[config.mk]
export PLATFORM = sky130hd
export DESIGN_NAME = sbox_arbiter
export DESIGN_NICKNAME = d
export VERILOG_FILES = /design/src/rtl/canright_pkg.sv /design/src/rtl/canright_sbox.sv /design/src/rtl/sbox_arbiter.sv
export SDC_FILE = /design/constraint.sdc
export NUM_CORES = 1
export LEC_CHECK = 0
export CAP_MARGIN = 40
export CORE_ASPECT_RATIO = 0.75
export CORE_MARGIN = 2
export CORE_UTILIZATION = 50
export CTS_CLUSTER_SIZE = 8
export DETAILED_ROUTE_END_ITERATION = 10
export PLACE_DENSITY = 0.67
export RECOVER_POWER = 50
export SYNTH_ARGS = -nofsm -noshare
export SYNTH_HDL_FRONTEND = slang
export SYNTH_SLANG_ARGS = --single-unit
[constraint.sdc]
create_clock -name clk -period 23.8 [get_ports clk]
set_clock_uncertainty 0.2 [all_clocks]
set_input_delay 2.38 -clock clk [delete_from_list [all_inputs] [get_ports clk]]
set_output_delay 2.38 -clock clk [all_outputs]
set_load 0.005 [all_outputs]
[src/rtl/canright_pkg.sv]
// -----------------------------------------------------------------------------
// canright_pkg
// Shared types for the S-box datapath and the AES blocks built around it.
//   byte_t        : one GF(2^8) element / data byte
//   TAG_W_DEFAULT : default width of the requester tag
//   req_id_t      : index of a requester (0 or 1)
// -----------------------------------------------------------------------------
package canright_pkg;

    typedef logic [7:0] byte_t;

    localparam int TAG_W_DEFAULT = 2;

    typedef logic req_id_t;

    localparam req_id_t REQ0 = 1'b0;
    localparam req_id_t REQ1 = 1'b1;

endpackage

[src/rtl/canright_sbox.sv]
// -----------------------------------------------------------------------------
// canright_sbox
// Purely combinational AES forward S-box: multiplicative inverse in
// GF(2^8) (modulus x^8+x^4+x^3+x+1, zero maps to zero) followed by the
// FIPS-197 affine transform.
//   data   : input byte
//   result : S-box output byte
// -----------------------------------------------------------------------------
module canright_sbox
    import canright_pkg::*;
(
    input  logic [7:0] data,
    output logic [7:0] result
);

    // Shift-and-add GF(2^8) multiply, reducing by 0x1b on each overflow.
    function automatic byte_t gf_mul(byte_t a, byte_t b);
        byte_t p;
        byte_t aa;
        p  = '0;
        aa = a;
        for (int i = 0; i < 8; i++) begin
            if (b[i]) p = p ^ aa;
            aa = {aa[6:0], 1'b0} ^ (aa[7] ? 8'h1b : 8'h00);
        end
        return p;
    endfunction

    function automatic byte_t rotl(byte_t v, int n);
        return byte_t'((v << n) | (v >> (8 - n)));
    endfunction

    byte_t x2, x3, x6, x12, x14, x15;
    byte_t x30, x60, x120, x240, inv;

    // Inverse as x^254 = x^240 * x^14 via a short addition chain; x^254 of
    // zero is zero, which is exactly the S-box convention for 0x00.
    // NOTE: combinational blocks use blocking '=' so each intermediate is
    // visible to the next line in the same evaluation.
    always_comb begin
        x2     = gf_mul(data, data);
        x3     = gf_mul(x2, data);
        x6     = gf_mul(x3, x3);
        x12    = gf_mul(x6, x6);
        x15    = gf_mul(x12, x3);
        x14    = gf_mul(x12, x2);
        x30    = gf_mul(x15, x15);
        x60    = gf_mul(x30, x30);
        x120   = gf_mul(x60, x60);
        x240   = gf_mul(x120, x120);
        inv    = gf_mul(x240, x14);
        result = inv ^ rotl(inv, 1) ^ rotl(inv, 2) ^ rotl(inv, 3)
                     ^ rotl(inv, 4) ^ 8'h63;
    end

endmodule

[src/rtl/sbox_arbiter.sv]
// -----------------------------------------------------------------------------
// sbox_arbiter
// Two requesters share one combinational S-box. A round-robin arbiter picks
// one request per cycle; the result is captured in a one-entry response
// register together with the requester index and its tag (latency 1).
//   clk, rst_n              : clock, synchronous active-low reset
//   req0_* / req1_*         : valid/ready/data/tag request channels
//   rsp_valid / rsp_ready   : response handshake
//   rsp_data/rsp_id/rsp_tag : S-box result, served requester, echoed tag
// -----------------------------------------------------------------------------
module sbox_arbiter
    import canright_pkg::*;
#(
    parameter int TAG_W = TAG_W_DEFAULT
)(
    input  logic             clk,
    input  logic             rst_n,

    input  logic             req0_valid,
    output logic             req0_ready,
    input  logic [7:0]       req0_data,
    input  logic [TAG_W-1:0] req0_tag,

    input  logic             req1_valid,
    output logic             req1_ready,
    input  logic [7:0]       req1_data,
    input  logic [TAG_W-1:0] req1_tag,

    output logic             rsp_valid,
    input  logic             rsp_ready,
    output logic [7:0]       rsp_data,
    output logic             rsp_id,
    output logic [TAG_W-1:0] rsp_tag
);

    req_id_t          last_grant;
    req_id_t          grant_id;
    logic             grant;
    logic             issue_ok;
    logic             accept;
    byte_t            sel_data;
    logic [TAG_W-1:0] sel_tag;
    byte_t            sbox_out;

    // Arbitration. The readys are built only from valids, response state and
    // last_grant; the data/tag mux follows the grant but never feeds back.
    always_comb begin
        issue_ok = !rsp_valid || rsp_ready;
        grant    = 1'b0;
        grant_id = REQ0;
        if (req0_valid && req1_valid) begin
            grant    = 1'b1;
            grant_id = ~last_grant;
        end else if (req0_valid) begin
            grant    = 1'b1;
            grant_id = REQ0;
        end else if (req1_valid) begin
            grant    = 1'b1;
            grant_id = REQ1;
        end

        // Gating with rst_n keeps both readys low for the whole reset cycle.
        accept     = grant && issue_ok && rst_n;
        req0_ready = accept && (grant_id == REQ0);
        req1_ready = accept && (grant_id == REQ1);

        sel_data = (grant_id == REQ1) ? req1_data : req0_data;
        sel_tag  = (grant_id == REQ1) ? req1_tag  : req0_tag;
    end

    canright_sbox u_sbox (
        .data   (sel_data),
        .result (sbox_out)
    );

    // NOTE: sequential state uses non-blocking '<=' so every register samples
    // the pre-edge values regardless of statement order.
    always_ff @(posedge clk) begin
        if (!rst_n) begin
            // NOTE: the payload registers are reset too, not just rsp_valid,
            // so a pre-reset result can never leak out as stale rsp_data.
            rsp_valid  <= 1'b0;
            rsp_data   <= '0;
            rsp_id     <= REQ0;
            rsp_tag    <= '0;
            last_grant <= REQ1;
        end else if (accept) begin
            // Covers the consume-and-refill case: no bubble between results.
            rsp_valid  <= 1'b1;
            rsp_data   <= sbox_out;
            rsp_id     <= grant_id;
            rsp_tag    <= sel_tag;
            last_grant <= grant_id;
        end else if (rsp_ready) begin
            rsp_valid  <= 1'b0;
        end
    end

endmodule
== Yosys cells after proc, flatten, opt, wreduce, memory -nomap -nowiden ==
Cells that the tools add are included.
Cells by class
  shift-type cells: 0
  bitwise logic cells: 158
  multiply operators: 0
  equality and inequality tests: 0
  div/mod/pow operators: 0
  reductions and logical operators: 8
  order comparisons: 0
  mux-type cells: 167
  add/subtract/negate cells: 0
Operators by type and width (count)
  XOR 8 bit: 151
  two-way mux 8 bit: 89
  two-way mux 5 bit: 70
  bitwise OR 8 x 1 -> 8 bit: 1
  bitwise OR 8 x 2 -> 8 bit: 1
  bitwise OR 8 x 3 -> 8 bit: 1
  bitwise OR 8 x 4 -> 8 bit: 1
  two-way mux 1 bit: 7
  logical AND 1 bit: 5
  inverter 4 bit: 1
  two-way mux 2 bit: 1
  inverter 1 bit: 2
  nonzero test 2 bit: 1
  logical NOT 1 bit: 1
  logical OR 1 bit: 1
Storage, ports and cells
  flip-flop bits (word level): 13
  output and inout port bits: 14
  memory bits (read-only): 0
  bits in latches: 0
  bits in writable memories: 0
  input port bits: 25
  memories kept: 0
  word-level logic and storage cells: 338

== Longest topological paths before layout ==
Gate-level depths: netlist (run 1).
  depth in word-level cells: 170
  depth in mapped cells: 80
  gate-level depth less buffers: 68

== Modules after synthesis ==
Synthesis (run 1) repeated with hierarchy kept, for this count alone.
Unflattened totals
  cells, all modules: 1603
  area total of the unflattened synthesis: 12433.2 sq um
By module, submodules not included
  canright_sbox: cells each 1534, sequential area each 0.0 sq um, area an instance 11808.8 sq um, times used 1
  sbox_arbiter: cells each 69, sequential area each 260.2 sq um, area an instance 624.3 sq um, times used 1

== Worst setup path after synthesis (run 1) ==
Ideal clock, no wire load.
  kind: input-to-reg
  from: input port req1_valid
  to: register rsp_data[5]
  library setup time: 70 ps
  required time: 23530 ps
  buffers on the path: 12
  cell stages on the path: 77
  arrival time: 19645 ps
  slack: 3885 ps
  path through: a21boi_2 > buf_6 > buf_6 > buf_4 > buf_2 > mux2i_1 > inv_1 > ha_1 > clkbuf_1 > inv_1 > a221oi_1 > a31o_2 > xnor3_1 > buf_2 > xnor3_1 > nor2_1 > xnor2_1 > xnor2_1 > [41 not listed] > mux2i_1 > xnor2_2 > ha_1 > clkbuf_1 > xor2_1 > nor2b_1 > xnor2_2 > xnor2_4 > xnor2_4 > xnor3_2 > xnor3_1 > and2b_1 > xnor2_2 > xnor2_4 > xnor3_1 > xnor3_1 > nand2_1 > a21boi_1
Between the ends
  cells in the longest elaborated chain, start to end: 164
  elaborated cells on any way between the ends: 323
  those cells by class: mux (164); bitwise (156); reduce/logical (3)
RTL lines
  start: declaration: RTL line sbox_arbiter.sv:24  | input logic req1_valid,
  two-way mux 1 bit: RTL line sbox_arbiter.sv:57  | end else if (req1_valid) begin
  two-way mux 1 bit: RTL line sbox_arbiter.sv:54  | end else if (req0_valid) begin
  two-way mux 1 bit: RTL line sbox_arbiter.sv:51  | if (req0_valid && req1_valid) begin
  two-way mux 8 bit: RTL line sbox_arbiter.sv:67  | sel_data = (grant_id == REQ1) ? req1_data : req0_data;
  two-way mux 5 bit, or another cell as far along: RTL line canright_sbox.sv:24  | aa = {aa[6:0], 1'b0} ^ (aa[7] ? 8'h1b : 8'h00);
  XOR 8 bit (on tied branches): RTL line canright_sbox.sv:24, canright_sbox.sv:23
  XOR 8 bit or two-way mux 8 bit (tied branches): RTL line canright_sbox.sv:23  | if (b[i]) p = p ^ aa;
  two-way mux 8 bit or XOR 8 bit (tied branches): RTL line canright_sbox.sv:23
  [146 not listed]
  XOR 8 bit: RTL line canright_sbox.sv:23
  two-way mux 8 bit: RTL line canright_sbox.sv:23
  XOR 8 bit: RTL line canright_sbox.sv:23
  two-way mux 8 bit: RTL line canright_sbox.sv:23
  bitwise OR 8 x 1 -> 8 bit: RTL line canright_sbox.sv:30  | return byte_t'((v << n) | (v >> (8 - n)));
  XOR 8 bit (3 in series): RTL line canright_sbox.sv:52  | result = inv ^ rotl(inv, 1) ^ rotl(inv, 2) ^ rotl(inv, 3)
  XOR 8 bit: RTL line canright_sbox.sv:53  | ^ rotl(inv, 4) ^ 8'h63;
  inverter 4 bit (no line)
  end signal: assignment: RTL line sbox_arbiter.sv:90  | rsp_data <= sbox_out;
  end: declaration: RTL line sbox_arbiter.sv:31  | output logic [7:0] rsp_data,
Parallel ways exist; a longest one is shown, timed or not.
A chain may end at the register's enable or synchronous reset.

== Worst setup path in the final report (run 1) ==
  from: input port req0_valid
  to: register rsp_data[5]
Between the ends
  cells in the longest elaborated chain, start to end: 163
  elaborated cells on any way between the ends: 322
  those cells by class: mux (163); bitwise (156); reduce/logical (3)
RTL lines
  start: declaration: RTL line sbox_arbiter.sv:19  | input logic req0_valid,
  two-way mux 1 bit or logical AND 1 bit (tied branches): RTL line sbox_arbiter.sv:54, sbox_arbiter.sv:51
  two-way mux 1 bit: RTL line sbox_arbiter.sv:51
  two-way mux 8 bit: RTL line sbox_arbiter.sv:67
  two-way mux 5 bit, or another cell as far along: RTL line canright_sbox.sv:24
  XOR 8 bit (on tied branches): RTL line canright_sbox.sv:24, canright_sbox.sv:23
  XOR 8 bit or two-way mux 8 bit (tied branches): RTL line canright_sbox.sv:23
  two-way mux 8 bit or XOR 8 bit (tied branches): RTL line canright_sbox.sv:23
  XOR 8 bit or two-way mux 8 bit (tied branches): RTL line canright_sbox.sv:23
  [145 not listed]
  XOR 8 bit: RTL line canright_sbox.sv:23
  two-way mux 8 bit: RTL line canright_sbox.sv:23
  XOR 8 bit: RTL line canright_sbox.sv:23
  two-way mux 8 bit: RTL line canright_sbox.sv:23
  bitwise OR 8 x 1 -> 8 bit: RTL line canright_sbox.sv:30
  XOR 8 bit (3 in series): RTL line canright_sbox.sv:52
  XOR 8 bit: RTL line canright_sbox.sv:53
  inverter 4 bit (no line)
Parallel ways exist; a longest one is shown, timed or not.

==> flow_metrics.env, run 1 <==
export IMPL_gp_congestion=0.960
export IMPL_status="complete, no violations"
export IMPL_postSynthAreaPerCell_um2=7.91
export IMPL_worst_pin_slew_ns=0.934
export IMPL_hp_start="rsp_data[4]"
export IMPL_overflow=0
export IMPL_antenna_cells=0
export IMPL_arrival_ns=22.13
export IMPL_path_clk_slew_ns=0.05
export IMPL_post_cts_resized=0
export IMPL_synth_warning_count=0
export IMPL_drc_errors=0
export IMPL_die_h_um=141
export IMPL_ioPinCount=39
export IMPL_numPortBuffers=38
export IMPL_drtPass1Iterations=6
export IMPL_hold_depth=2
export IMPL_required_ns=23.78
export IMPL_grt_pass1_vias=10200
export IMPL_crit_fanout=26
export IMPL_nets=1591
export IMPL_die_area_mm2=0.0261
export IMPL_final_common_cell="xnor2_1"
export IMPL_drv_slew=0
export IMPL_grt_usage=0.261
export IMPL_period_minus_slack_ns=22.15
export IMPL_synth_cell_types=111
export IMPL_crit_family="XOR/XNOR gates"
export IMPL_hp_class="flop to flop"
export IMPL_hold_viol_final=0
export IMPL_drtIter0Drc=1152
export IMPL_syn_nets=1604
export IMPL_r2r_slack_ns=3.95
export IMPL_max_stage_delay_ns=0.76
export IMPL_avgRoutedWirePerCell_um=18.2
export IMPL_die_w_um=186
export IMPL_fin_setup_tns_ns=0
export IMPL_syn_to_final_growth_pct=5.97
export IMPL_cap_violations=0
export IMPL_syn_instance_count=1572
export IMPL_vias=11300
export IMPL_relSlewSlack=0.374
export IMPL_fillCellCount=2250
export IMPL_initial_core_util=0.513
export IMPL_grt_first_pass_wirelength_um=55600
export IMPL_cpMostUsedCell="xnor3_1"
export IMPL_post_cts_buffers=0
export IMPL_ys_seq_area_frac=0.0209
export IMPL_synth_edf_count=0
export IMPL_antenna_found_initial=0
export IMPL_drt_wl_total_um=34400
export IMPL_layout_drive_gt1_share=0.102
export IMPL_synth_area_mm2=0.0124
export IMPL_critPathLaunchType="input pin"
export IMPL_dp_slack_ns=1.66
export IMPL_ys_async_sr_fraction=0
export IMPL_numCtsBuffers=3
export IMPL_rows=49
export IMPL_coreArea_mm2=0.0242
export IMPL_ys_ff_latch=13
export IMPL_worst_slack_ns=1.65
export IMPL_setup_viol=0
export IMPL_max_clock_freq_ghz=0.0451
export IMPL_fin_crit_sh=0.931
export IMPL_slowest_stage="xnor3_1"
export IMPL_r2r_start="last_grant"
export IMPL_setup_worst_path_end_class="flop"
export IMPL_clock_latency_ns=0.24
export IMPL_grt_max_degree=39
export IMPL_rsz0062_at_grt="no"
export IMPL_dp_cells=1884
export IMPL_regToRegEndpoint="rsp_data[5]"
export IMPL_crit_type="input pin to flop"
export IMPL_cts_sinks=13
export IMPL_fin_cells=1889
export IMPL_layout_common_cells="xnor2_1 (268), nor2_1 (195), nand2_1 (183)"
export IMPL_antenna_left=0
export IMPL_place_hpwl_um=26400
export IMPL_cts_hold_fix_buffers=0
export IMPL_cts_max_path_buffers=2
export IMPL_whs_endpoint="rsp_data[4]"
export IMPL_htree_levels=1
export IMPL_cts_root_buf="clkbuf_16"
export IMPL_cts_tree="yes"
export IMPL_viasPerCell=5.98
export IMPL_cp_num_buf_inv=7
export IMPL_dominantRegCellSynth="dfxtp_1"
export IMPL_rr_worst_depth=63
## cells in the mapped netlist, types with 6 or more instances
cell type | instances | area, µm²
inv_1 | 25 | 93.8
xnor3_1 | 69 | 1550
nor3_1 | 30 | 150
nand2b_1 | 19 | 119
or3_1 | 12 | 75.1
a31oi_1 | 12 | 75.1
nand3b_1 | 10 | 75.1
xnor2_4 | 6 | 165
xnor2_1 | 269 | 2360
o21ai_0 | 52 | 260
xor2_2 | 6 | 97.6
xor3_1 | 14 | 333
xnor2_2 | 28 | 455
o21a_1 | 9 | 67.6
nor2_1 | 195 | 732
o211a_1 | 8 | 80.1
o21ai_1 | 17 | 85.1
a22oi_1 | 14 | 105
o211ai_1 | 12 | 90.1
buf_2 | 45 | 225
a211oi_1 | 14 | 105
mux2i_1 | 64 | 641
xor2_1 | 90 | 788
o22ai_1 | 16 | 100
dfxtp_1 | 13 | 260
nand3_1 | 36 | 180
buf_1 | 6 | 22.5
nor2b_1 | 13 | 81.3
a21oi_1 | 51 | 255
and2_1 | 7 | 43.8
xnor3_2 | 7 | 166
clkbuf_1 | 40 | 150
a32oi_1 | 6 | 52.6
ha_1 | 7 | 87.6
nand2_1 | 183 | 687
inv_2 | 9 | 33.8
## worst max-delay path by stage
stage               start  cells after the start          end  slack, ns
2_1_floorplan  req1_valid                     77  rsp_data[5]       3.89
3_3_place_gp   req0_valid                     64  rsp_data[5]       1.95
3_5_place_dp   req0_valid                     64  rsp_data[5]       1.66
4_1_cts        req0_valid                     64  rsp_data[5]       1.91
5_1_grt        req0_valid                     66  rsp_data[5]       0.34
6_report       req0_valid                     64  rsp_data[5]       1.65
## registers in the layout, indices dropped and copies added (netlist names)
name        flops
rsp_data        8
rsp_tag         2
last_grant      1
rsp_id          1
rsp_valid       1
## cell families (layout without fill, tap and decap cells)
kind of cell / count (synthesis) / in the layout / synth area share
and+or+nand+nor: 551 / 551 / 0.204
xor gates and xnor gates: 492 / 492 / 0.482
AOI/OAI and AO/OA: 300 / 300 / 0.172
buffers and inverters: 134 / 120 / 0.0489
muxes: 75 / 75 / 0.0639
DFF: 13 / 13 / 0.0209
adders and majority gates: 7 / 7 / 0.00705
## worst min-delay path, stage by stage (launching register included)
cell and delay [ns]:
dfxtp_1 0.30, nand2_1 0.05, a21boi_1 0.05
## through the flow
stage / area, µm² / util / hold slack (ns)
finish: 13200 / 0.544 / 0.245
global route: 13200 / 0.544 / 0.272
CTS: 13200 / 0.544 / 0.255
detailed placement: 13100 / 0.540 / 0.249
global placement: 13000 / 0.538 / 0.241
floorplan: 12400 / - / 0.247
## final cells by class
type                    instances  area (µm²)  share of cell area
well taps                     331         414              0.0314
multi-input cells            1425       11600               0.879
flip-flops and latches         13         260              0.0198
inverters                      34         128             0.00969
repair buffers                 82         714              0.0542
clock buffers                   4        78.8             0.00598
## routing by layer
metal  wire (µm)  GRT usage  vias up
met2       14400      0.376      478
met5           0          0        -
li1            -          -     5412
met3        3100     0.0419       24
met1       16700      0.415     5379
met4         246     0.0245        0
Power of run 1 is left out: the tool's default activity adds up to more than one toggle a clock period on the data nets, which glitch-free logic cannot reach.
==> inputs of run 2 (changes only) <==
Clock period 23.8 ns to 25.2 ns, I/O delays scaled along.
==> flow_metrics.env, run 2 (synthesis results as in run 1) <==
export IMPL_antenna_left=0
export IMPL_cts_sinks=13
export IMPL_worst_slack_ns=2.40
export IMPL_ioPinCount=39
export IMPL_die_h_um=141
export IMPL_layout_common_cells="xnor2_1 (268), nor2_1 (195), nand2_1 (183)"
export IMPL_max_stage_delay_ns=0.86
export IMPL_cts_max_path_buffers=2
export IMPL_viasPerCell=6.02
export IMPL_grt_pass1_vias=10200
export IMPL_place_hpwl_um=26200
export IMPL_crit_type="input pin to flop"
export IMPL_rr_worst_depth=65
export IMPL_cap_violations=0
export IMPL_drc_errors=0
export IMPL_die_area_mm2=0.0261
export IMPL_nets=1594
export IMPL_hold_depth=2
export IMPL_cts_hold_fix_buffers=0
export IMPL_avgRoutedWirePerCell_um=18.2
export IMPL_gp_congestion=0.968
export IMPL_max_clock_freq_ghz=0.0439
export IMPL_critPathLaunchType="input pin"
export IMPL_vias=11400
export IMPL_die_w_um=186
export IMPL_path_clk_slew_ns=0.05
export IMPL_r2r_start="last_grant"
export IMPL_slowest_stage="xnor3_1"
export IMPL_crit_fanout=26
export IMPL_status="complete, no violations"
export IMPL_top_regs="rsp_data (8), rsp_tag (2)"
export IMPL_arrival_ns=22.78
export IMPL_numPortBuffers=38
export IMPL_layout_drive_gt1_share=0.104
export IMPL_syn_to_final_growth_pct=6.16
export IMPL_largest_register_ffs=8
export IMPL_numCtsBuffers=3
export IMPL_worst_pin_slew_ns=0.970
export IMPL_drt_wl_total_um=34500
export IMPL_cpMostUsedCell="xnor3_1"
export IMPL_hold_viol_final=0
export IMPL_hp_class="flop to flop"
export IMPL_rsz0062_at_grt="no"
export IMPL_dp_slack_ns=2.41
export IMPL_post_cts_resized=0
export IMPL_drtIter0Drc=1149
export IMPL_drv_slew=0
export IMPL_clock_latency_ns=0.24
export IMPL_cts_root_buf="clkbuf_16"
export IMPL_coreArea_mm2=0.0242
export IMPL_antenna_found_initial=0
export IMPL_antenna_cells=0
export IMPL_grt_max_degree=39
export IMPL_r2r_slack_ns=4.87
export IMPL_top_register="rsp_data"
export IMPL_overflow=0
export IMPL_grt_usage=0.257
export IMPL_regToRegEndpoint="rsp_data[5]"
export IMPL_fillCellCount=2262
export IMPL_cts_tree="yes"
export IMPL_holdWs_ns=0.250
export IMPL_post_cts_buffers=0
export IMPL_fin_setup_tns_ns=0
export IMPL_fin_crit_sh=0.905
export IMPL_setup_worst_path_end_class="flop"
export IMPL_relSlewSlack=0.349
export IMPL_hp_start="rsp_data[6]"
export IMPL_final_common_cell="xnor2_1"
export IMPL_htree_levels=1
export IMPL_whs_endpoint="rsp_data[6]"
export IMPL_setup_viol=0
export IMPL_grt_first_pass_wirelength_um=54900
export IMPL_initial_core_util=0.513
export IMPL_required_ns=25.18
export IMPL_rows=49
export IMPL_drtPass1Iterations=5
export IMPL_period_minus_slack_ns=22.80
[run 2: layout make-up]
| cell class | instances | area [µm²] | share of cell area |
|---|---|---|---|
| Clock buffer | 4 | 78.8 | 0.00597 |
| Inverter | 34 | 128 | 0.00967 |
| Multi-Input combinational cell | 1425 | 11600 | 0.877 |
| Sequential cell | 13 | 260 | 0.0197 |
| Tap cell | 331 | 414 | 0.0314 |
| Timing Repair Buffer | 85 | 738 | 0.0559 |
[run 2: worst max-delay path: cells and delay by family]
family                   cells  cell delay, ns
buffers and inverters        7            1.76
adder cells (fa/ha/maj)      4            1.70
AND/OR/NAND/NOR             12            2.38
XOR/XNOR                    27           10.65
multiplexers                 5            1.57
AO/OA/AOI/OAI               11            2.15
[run 2: stage by stage]
| stage | cells | cell area (µm²) | util |
|---|---|---|---|
| after floorplan | 1572 | 12400 | - |
| after global placement | 1871 | 13000 | 0.536 |
| after detailed placement | 1888 | 13100 | 0.542 |
| after CTS | 1892 | 13200 | 0.545 |
| after global routing | 1892 | 13200 | 0.545 |
| final | 1892 | 13200 | 0.545 |
[run 2: how the worst max path moves through the flow]
stage / slack [ns] / startpoint / endpoint
after floorplan: 5.15 / req1_valid / rsp_data[5]
after global placement: 2.18 / req0_valid / rsp_data[3]
after detailed placement: 2.41 / req0_valid / rsp_data[5]
after CTS: 2.61 / req0_valid / rsp_data[5]
after global routing: 1.09 / req0_valid / rsp_data[5]
final: 2.40 / req0_valid / rsp_data[5]
[run 2: per-layer routing]
layer	global-route usage	routed length (µm)	share of wire
met5	0	0	0
met2	0.375	14400	0.42
met1	0.410	16500	0.48
met3	0.0325	3320	0.096
met4	0.0240	210	0.0061
Power of run 2 is left out for the same reason.
==> edit: new RTL, config.mk and constraints of run 2 <==
Reset style: asynchronous (`rst_n`), changed in one clocked block. Comments in the files are not updated.
--- a/src/rtl/sbox_arbiter.sv
+++ b/src/rtl/sbox_arbiter.sv
@@ -77,3 +77,3 @@
     // the pre-edge values regardless of statement order.
-    always_ff @(posedge clk) begin
+    always_ff @(posedge clk or negedge rst_n) begin
         if (!rst_n) begin
Behaviour: not the same (a bounded check fails within 4 cycles, from zero or initial values and one cycle with rst_n low; the reset may be asserted at any time).
==> edit against run 2 <==
Setup slack worse by 0.90 ns; synthesized area is 7.8% higher; cell count grew 8.0%; cell area grew 6.6%; register-to-register slack got worse by 0.98 ns; sequential cell count unchanged; wire length up 10%; critical path type unchanged; critical endpoint is now rsp_data[6]; largest cell class unchanged.
Power is left out: the tool's default activity adds up to more than one toggle a clock period on the data nets, which glitch-free logic cannot reach.
==> edit: results (changes against run 2) <==
metric;value;unit;change
status;finished, final reports clean;;unchanged
r2r_start;last_grant;;unchanged
drt_iter0_drc;1216;;was 1,149
arrival;23.59;ns;was 22.78 ns
place.gp.congestion;0.955;;was 0.968
synth_common_cells;xnor2_1, nor2_1, nand2_1;;unchanged
cts_buffers;3;;unchanged
drive_above_1_share;0.0912;;was 0.104
dp_hpwl;29.1;mm;was 26.2 mm
grt_max_degree;40;;was 39
tightestPinTransition;0.923;ns;was 0.970 ns
synth_flop_cell;dfrtp_1;;was dfxtp_1
antenna_found_initial;0;;unchanged
grt_usage;0.266;;was 0.257
wire_per_inst;18.6;um;was 18.2 um
via_per_inst;6.03;;was 6.02
ys_seq_area_frac;0.0244;;was 0.0209
hp-start;rsp_id;;was rsp_data[6]
reg_top3;rsp_data (8), rsp_tag (2);;unchanged
syn-num-nets;1765;;was 1,604
ff2ff_setup_slack;3.89;ns;was 4.87 ns
async_reset_ff_frac;1.00;;was 0
synthTopCellsByArea;xnor2_1, xnor3_1, xor2_1;;unchanged
r2r_cells;59;;was 65
hold_path_end;rsp_id;;was rsp_data[6]
placed_area;13900;um^2;was 13,100 um^2
grt_pass1_vias;11400;;was 10.2k
nNetsFinal;1733;;was 1,594
max_stage_delay;0.92;ns;was 0.86 ns
r2r-end;rsp_data[6];;was rsp_data[5]
hold_depth;1;;was 2
num-fill-cells;2523;;was 2,262
grt_pass1_wl;61.5;mm;was 54.9 mm
yosysUniqueCellTypes;102;;was 111
==> edit: cell type report <==
| cell class | count | area, um^2 | share of cell area |
|---|---|---|---|
| multi-input cells | 1570 | 12400 | 0.879 |
| well taps | 344 | 430 | 0.0306 |
| clock buffers | 4 | 78.8 | 0.00561 |
| inverters | 30 | 113 | 0.00801 |
| repair buffers | 83 | 752 | 0.0535 |
| flip-flops and latches | 13 | 327 | 0.0232 |
==> edit: worst max-delay path by stage <==
| stage | from | endpoint | depth (start not counted) |
|---|---|---|---|
| floorplan | req1_valid | rsp_data[6] | 72 |
| global placement | req1_data[7] | rsp_data[6] | 59 |
| detailed placement | req1_data[7] | rsp_data[5] | 62 |
| CTS | req1_data[7] | rsp_data[5] | 62 |
| global route | req1_data[7] | rsp_data[7] | 64 |
| finish | req1_data[7] | rsp_data[6] | 59 |
==> edit: per-stage QoR <==
stage | utilization | hold slack (ns) | worst slack (ns) | instances
3_5_place_dp | 0.533 | 0.267 | 1.12 | 2038
5_1_grt | 0.537 | 0.306 | 0.0211 | 2044
3_3_place_gp | 0.530 | 0.262 | 1.68 | 2030
4_1_cts | 0.536 | 0.276 | 1.31 | 2042
2_1_floorplan | - | 0.273 | 5.38 | 1733
6_report | 0.537 | 0.268 | 1.50 | 2044
==> edit: repair_timing <==
item / CTS / global route
resized for setup: 0 / 2
hold buffers: 0 / 0
setup endpoints to repair: 0 / 7
setup buffers: 0 / 0
==> edit: layer usage <==
metal  part of all wire  track usage
met4              0.014       0.0451
met3              0.095       0.0461
met2               0.41        0.380
met5                  0            0
met1               0.48        0.417
==> edit: worst register-to-register path, delay by kind of cell (launching register included) <==
family / cells / cell delay [ns]
DFF: 1 / 0.56
buffers and inverters: 6 / 1.91
AOI/OAI and AO/OA: 14 / 3.20
adders and majority gates: 4 / 1.79
muxes: 3 / 1.32
xor gates and xnor gates: 27 / 11.54
and+or+nand+nor: 5 / 0.63
==> edit: logic make-up after synthesis <==
group	count (synthesis)	synth area share
AO/OA/AOI/OAI	346	0.179
XOR/XNOR	529	0.468
flip-flops	13	0.0244
AND/OR/NAND/NOR	616	0.209
adder cells (fa/ha/maj)	7	0.00654
buffers and inverters	150	0.0548
multiplexers	72	0.0584
